--- src/rtl/ev_motor_ramp_ctrl.sv ---
// ev_motor_ramp_ctrl: pedal-driven EV speed controller with ramped speed, supervisory FSM and PWM drive
module ev_motor_ramp_ctrl #(
  parameter int IN_W       = 4,
  parameter int SPD_W      = 8,
  parameter int RAMP_DIV   = 4,
  parameter int RAMP_STEP  = 16,
  parameter int BRAKE_STEP = 32
) (
  input  logic             clk,
  input  logic             rst_n,
  input  logic             ena,
  input  logic             power_plc,
  input  logic             power_hmi,
  input  logic [IN_W-1:0]  accel,
  input  logic [IN_W-1:0]  brake,
  input  logic             estop,
  input  logic             fault_clr,
  output logic [SPD_W-1:0] speed,
  output logic             pwm,
  output logic [2:0]       state,
  output logic             fault,
  output logic             at_target
);
  typedef enum logic [2:0] {OFF = 3'd0, IDLE = 3'd1, RUN = 3'd2, BRAKE = 3'd3, FAULT = 3'd4} state_e;
  localparam int CW = RAMP_DIV > 1 ? $clog2(RAMP_DIV) : 1;
  state_e           state_q, state_d;
  logic [SPD_W-1:0] speed_q, speed_d, target, ramp, pwm_cnt_q, pwm_cnt_d;
  logic [CW-1:0]    tick_q;
  logic [SPD_W:0]   spd_x, tgt_x, step_x;
  logic [IN_W-1:0]  diff;
  logic             pwm_q, tick, system_on, go;
  assign system_on = power_plc | power_hmi;
  assign go        = accel > brake;
  assign diff      = accel - brake;
  assign tick      = tick_q == CW'(RAMP_DIV - 1);
  assign target    = (state_q == RUN && go) ? SPD_W'(diff) << (SPD_W - IN_W) : '0;
  assign spd_x     = {1'b0, speed_q};
  assign tgt_x     = {1'b0, target};
  assign step_x    = (SPD_W + 1)'(state_q == BRAKE ? BRAKE_STEP : RAMP_STEP);
  // One extra bit keeps the step arithmetic from wrapping; the result always lies between speed and target.
  assign ramp      = SPD_W'(tgt_x >= spd_x ? (tgt_x - spd_x <= step_x ? tgt_x : spd_x + step_x)
                                           : (spd_x - tgt_x <= step_x ? tgt_x : spd_x - step_x));
  assign pwm_cnt_d = pwm_cnt_q + SPD_W'(1);
  // Supervisory next state and speed: estop, then sticky fault, then power, then pedal-driven modes.
  always_comb begin
    state_d = state_q;
    speed_d = speed_q;
    if (estop) begin
      state_d = FAULT;
      speed_d = '0;
    end else if (state_q == FAULT) begin
      if (fault_clr && accel == '0) state_d = system_on ? IDLE : OFF;
    end else if (!system_on || state_q == OFF) begin
      state_d = system_on ? IDLE : OFF;
      speed_d = '0;
    end else if (state_q == IDLE) begin
      speed_d = '0;
      if (go) state_d = RUN;
    end else if (state_q == RUN || state_q == BRAKE) begin
      if (tick) speed_d = ramp;
      if (state_q == RUN && !go) state_d = BRAKE;
      else if (state_q == BRAKE && go) state_d = RUN;
      else if (state_q == BRAKE && speed_q == '0) state_d = IDLE;
    end else begin
      state_d = OFF;
      speed_d = '0;
    end
  end
  // All state advances only while enabled; pwm tracks the comparison of the registers it is loaded with.
  always_ff @(posedge clk or negedge rst_n) begin
    if (!rst_n) begin
      state_q   <= OFF;
      speed_q   <= '0;
      tick_q    <= '0;
      pwm_cnt_q <= '0;
      pwm_q     <= 1'b0;
    end else if (ena) begin
      state_q   <= state_d;
      speed_q   <= speed_d;
      tick_q    <= tick ? '0 : tick_q + CW'(1);
      pwm_cnt_q <= pwm_cnt_d;
      pwm_q     <= pwm_cnt_d < speed_d;
    end
  end
  assign speed     = speed_q;
  assign pwm       = pwm_q;
  assign state     = state_q;
  assign fault     = state_q == FAULT;
  assign at_target = speed_q == target;
endmodule

--- config.mk ---
export PLATFORM = sky130hd
export DESIGN_NAME = ev_motor_ramp_ctrl
export DESIGN_NICKNAME = d
export VERILOG_FILES = /design/src/rtl/ev_motor_ramp_ctrl.sv
export SDC_FILE = /design/constraint.sdc
export NUM_CORES = 1
export LEC_CHECK = 0
export CORE_MARGIN = 1
export CORE_UTILIZATION = 45
export CTS_BUF_LIST = sky130_fd_sc_hd__clkbuf_4 sky130_fd_sc_hd__clkbuf_8
export CTS_CLUSTER_SIZE = 16
export DETAILED_ROUTE_END_ITERATION = 10
export PLACE_DENSITY_LB_ADDON = 0.25
export SLEW_MARGIN = 5
export SYNTH_ARGS = -nofsm -noshare
export SYNTH_HDL_FRONTEND = slang
export SYNTH_SLANG_ARGS = --single-unit
--- constraint.sdc ---
create_clock -name clk -period 10.2 [get_ports clk]
set_input_delay 2.04 -clock clk [delete_from_list [all_inputs] [get_ports clk]]
set_output_delay 2.04 -clock clk [all_outputs]
set_load 0.1 [all_outputs]
==> flow_metrics.py <==
metrics = {
    "yosys": {
        "yosys.cell_count.top_type": "ha_1",
        "syn_nets": 303,
        "ys_warn_count": 0,
        "synth_edf_count": 0,
        "synth_area_leader_cell": "dfrtp_1",
        "yosys.area.top_type_share_pct": 24.6,
        "synth_commonest_cells": "ha_1, dfrtp_1, inv_1, nand2_1, nor2_1",
        "synth-seq-cells": 22,
        "synthesis.area_um2": 2240,
        "syn_inst": 254,
        "synthFlopType": "dfrtp_1",
        "ys_top_cells_by_area": "dfrtp_1, ha_1, xnor2_1, fa_1, inv_1",
        "syn_avg_cell_area_um2": 8.82,
        "async_reset_ff_share_pct": 100,
        "yosysUniqueCellTypes": 52,
        "yosysSeqAreaShare_pct": 24.6,
    },
    "global_route": {
        "grt_first_pass_wirelength_mm": 8.55,
        "grt_pass1_vias": 1856,
        "grt_usage_pct": 20.5,
        "overflow": 0,
        "antenna_found_initial": 0,
        "grt_max_degree": 23,
    },
    "layout": {
        "n_antenna_cell": 0,
        "fin_util_pct": 55.4,
        "finish.net_count": 333,
        "drive_gt1_share_pct": 5.67,
        "stdcell_area_um2": 2630,
        "n_fill_cell": 465,
        "area_delta_synth_final_pct": 17.6,
    },
    "timing": {
        "setup_violations": 0,
        "fin_crit_sh_pct": 74.9,
        "hold_viol_final": 0,
        "fin_skew_ps": 4.06,
        "grt_setup_unrepaired": "false",
        "max_freq_ghz": 0.131,
        "fin_setup_tns_ps": 0,
        "slew_headroom_pct": 34.4,
        "finalCriticalPeriod_ps": 7640,
        "final_max_slew_viol_count": 0,
        "worst_slew_pin_slew_ps": 982,
    },
    "clocking": {
        "cts_num_sinks": 22,
        "cts_tree": "built",
        "hold_buffers": 0,
        "cts_buffer_depth": 2,
        "cts-root-buf": "clkbuf_8",
        "clk_latency_ps": 260,
        "cts_buffers": 3,
        "post_cts_buffers": 0,
        "h-tree-depth": 1,
        "cts_resized": 0,
        "cts.clk_slew.worst_paths_ps": 70,
    },
    "setup_path": {
        "reg2reg_depth": 22,
        "worstReg2RegStart": "state[0]$_DFFE_PN0P_",
        "worstPathArrival_ps": 5600,
        "rrSetupSlack_ps": 5360,
        "worst_ep_required_time_ps": 8160,
        "path_class": "input pin to output port",
        "critPathMaxFanout": 10,
        "reg2reg_to": "pwm$_DFFE_PN0P_",
        "end_kind": "output port",
        "start_kind": "input pin",
    },
    "floorplanning": {
        "ios": 29,
        "die_y_um": 72.5,
        "die_area_um2": 5260,
        "initial_core_util_pct": 47.1,
        "die_x_um": 72.5,
        "core_um2": 4750,
        "rows": 25,
    },
    "route": {
        "drtIter0Drc": 129,
        "drtPass1Iterations": 4,
        "wl_per_cell_um": 14.0,
        "route.detailed.drc": 0,
        "ant_nets": 0,
        "vias_per_cell": 5.58,
        "vias": 1949,
        "wl_mm": 4.88,
    },
    "status": {
        "status": "finished clean",
    },
    "place": {
        "hpwl_mm": 3.79,
        "port_buffers": 28,
        "place.gp.congestion": 0.853,
        "placed_area_um2": 2590,
    },
    "power_and_ir_drop": {
        "p_per_area_nw_per_um2": 161,
        "ir_drop_uv": 122,
        "finalPower_mw": 0.424,
        "p_clk_share_pct": 12.2,
        "p_leak_nw": 1.15,
        "seqPwrFrac_pct": 31.8,
        "switching_power_mw": 0.191,
        "internal_power_mw": 0.233,
        "p_sw_share_pct": 45.1,
        "power_frac_comb_pct": 56.0,
    },
    "min_path": {
        "holdPathStages": 1,
        "hold_path_class": "register to register",
        "min_to": "pwm_cnt_q[7]$_DFFE_PN0P_",
        "worstHoldStart": "pwm_cnt_q[7]$_DFFE_PN0P_",
    },
    "flow_run": {
        "max_cap_violations": 0,
    },
}
per-layer routing:
metal	track usage (%)	share of wire [%]	vias up
li1	-	-	980
met1	30.4	49	903
met2	31.6	44	62
met3	3.89	6.1	4
met4	3.05	0.55	0
met5	0	0	-
through the flow:
step                cells  setup slack [ps]  hold slack (ps)
floorplan             254              3070              466
global placement      346              2610              485
detailed placement    346              2570              489
CTS                   349              2540              501
global route          349              2290              540
finish                349              2560              500
placed cells by master (no fill, tap or decap), drive strengths merged, types with 2 or more instances in the layout:
cell type      netlist  layout
o211ai               6       6
a211oi               6       6
or4b                 2       2
nand2b               4       4
and2                 2       2
mux2                 4       4
nor3                 3       3
xor2                 6       6
o21bai               2       2
clkbuf               3       3
a32o                 2       2
or2                  3       3
fa                   4       4
xnor2               12      12
and3                 3       3
a22oi                2       2
a22o                 2       2
a21o                 3       3
nor2b               12      12
nand3                3       3
o21a                 4       4
a221o                2       2
ha                  30      30
nand2               21      21
or4                  2       2
nor2                15      15
dfrtp               22      22
nand4                4       4
o21ai               14      14
a21oi               15      15
clkdlybuf4s50        0      28
o21ba                2       2
inv                 21      21
o22a                 2       2
a32oi                3       3
worst max-delay path, stage by stage:
cell,delay (ps)
clkdlybuf4s50_1,450
inv_1,40
ha_1,210
fa_1,410
nor2b_1,130
o21a_1,140
o21a_1,190
and2_1,160
nand2_1,100
inv_1,70
ha_1,300
nand3_1,120
nor2_1,90
clkdlybuf4s50_1,1140
logic make-up after synthesis:
family | after synthesis | share of synthesized area (%)
simple gates | 79 | 19.0
compound gates | 72 | 22.6
fa+ha+maj | 34 | 20.3
buf+inv | 24 | 4.02
flops | 22 | 24.6
xor+xnor | 18 | 7.04
mux | 5 | 2.46
worst max-delay path by stage:
stage,endpoint,start,slack [ps]
global placement,at_target,accel[0],2610
detailed placement,at_target,accel[0],2570
global route,at_target,accel[0],2290
finish,at_target,accel[0],2560
floorplan,at_target,accel[0],3070
CTS,at_target,accel[0],2540
cell type report:
| class | instances | area (um^2) | area share [%] |
|---|---|---|---|
| clock buffers | 3 | 41.3 | 1.57 |
| inverters | 21 | 78.8 | 2.99 |
| multi-input cells | 208 | 1600 | 60.7 |
| flip-flops and latches | 22 | 551 | 20.9 |
| well taps | 67 | 83.8 | 3.18 |
| repair buffers | 28 | 280 | 10.6 |
registers in the layout, summed over array words and instances, names as in the netlist:
| signal | flops |
|---|---|
| pwm | 1 |
| tick_q | 2 |
| speed | 8 |
| pwm_cnt_q | 8 |
| state | 3 |
power groups by stage:
stage	logic, mW	clock network, mW	registers, mW
2_1_floorplan	0.154	0	0.164
6_report	0.237	0.0517	0.135
3_3_place_gp	0.233	0	0.136
4_1_cts	0.238	0.0541	0.135
5_1_grt	0.267	0.0582	0.139
3_5_place_dp	0.236	0	0.136
Power figures use the tool's default switching activity.
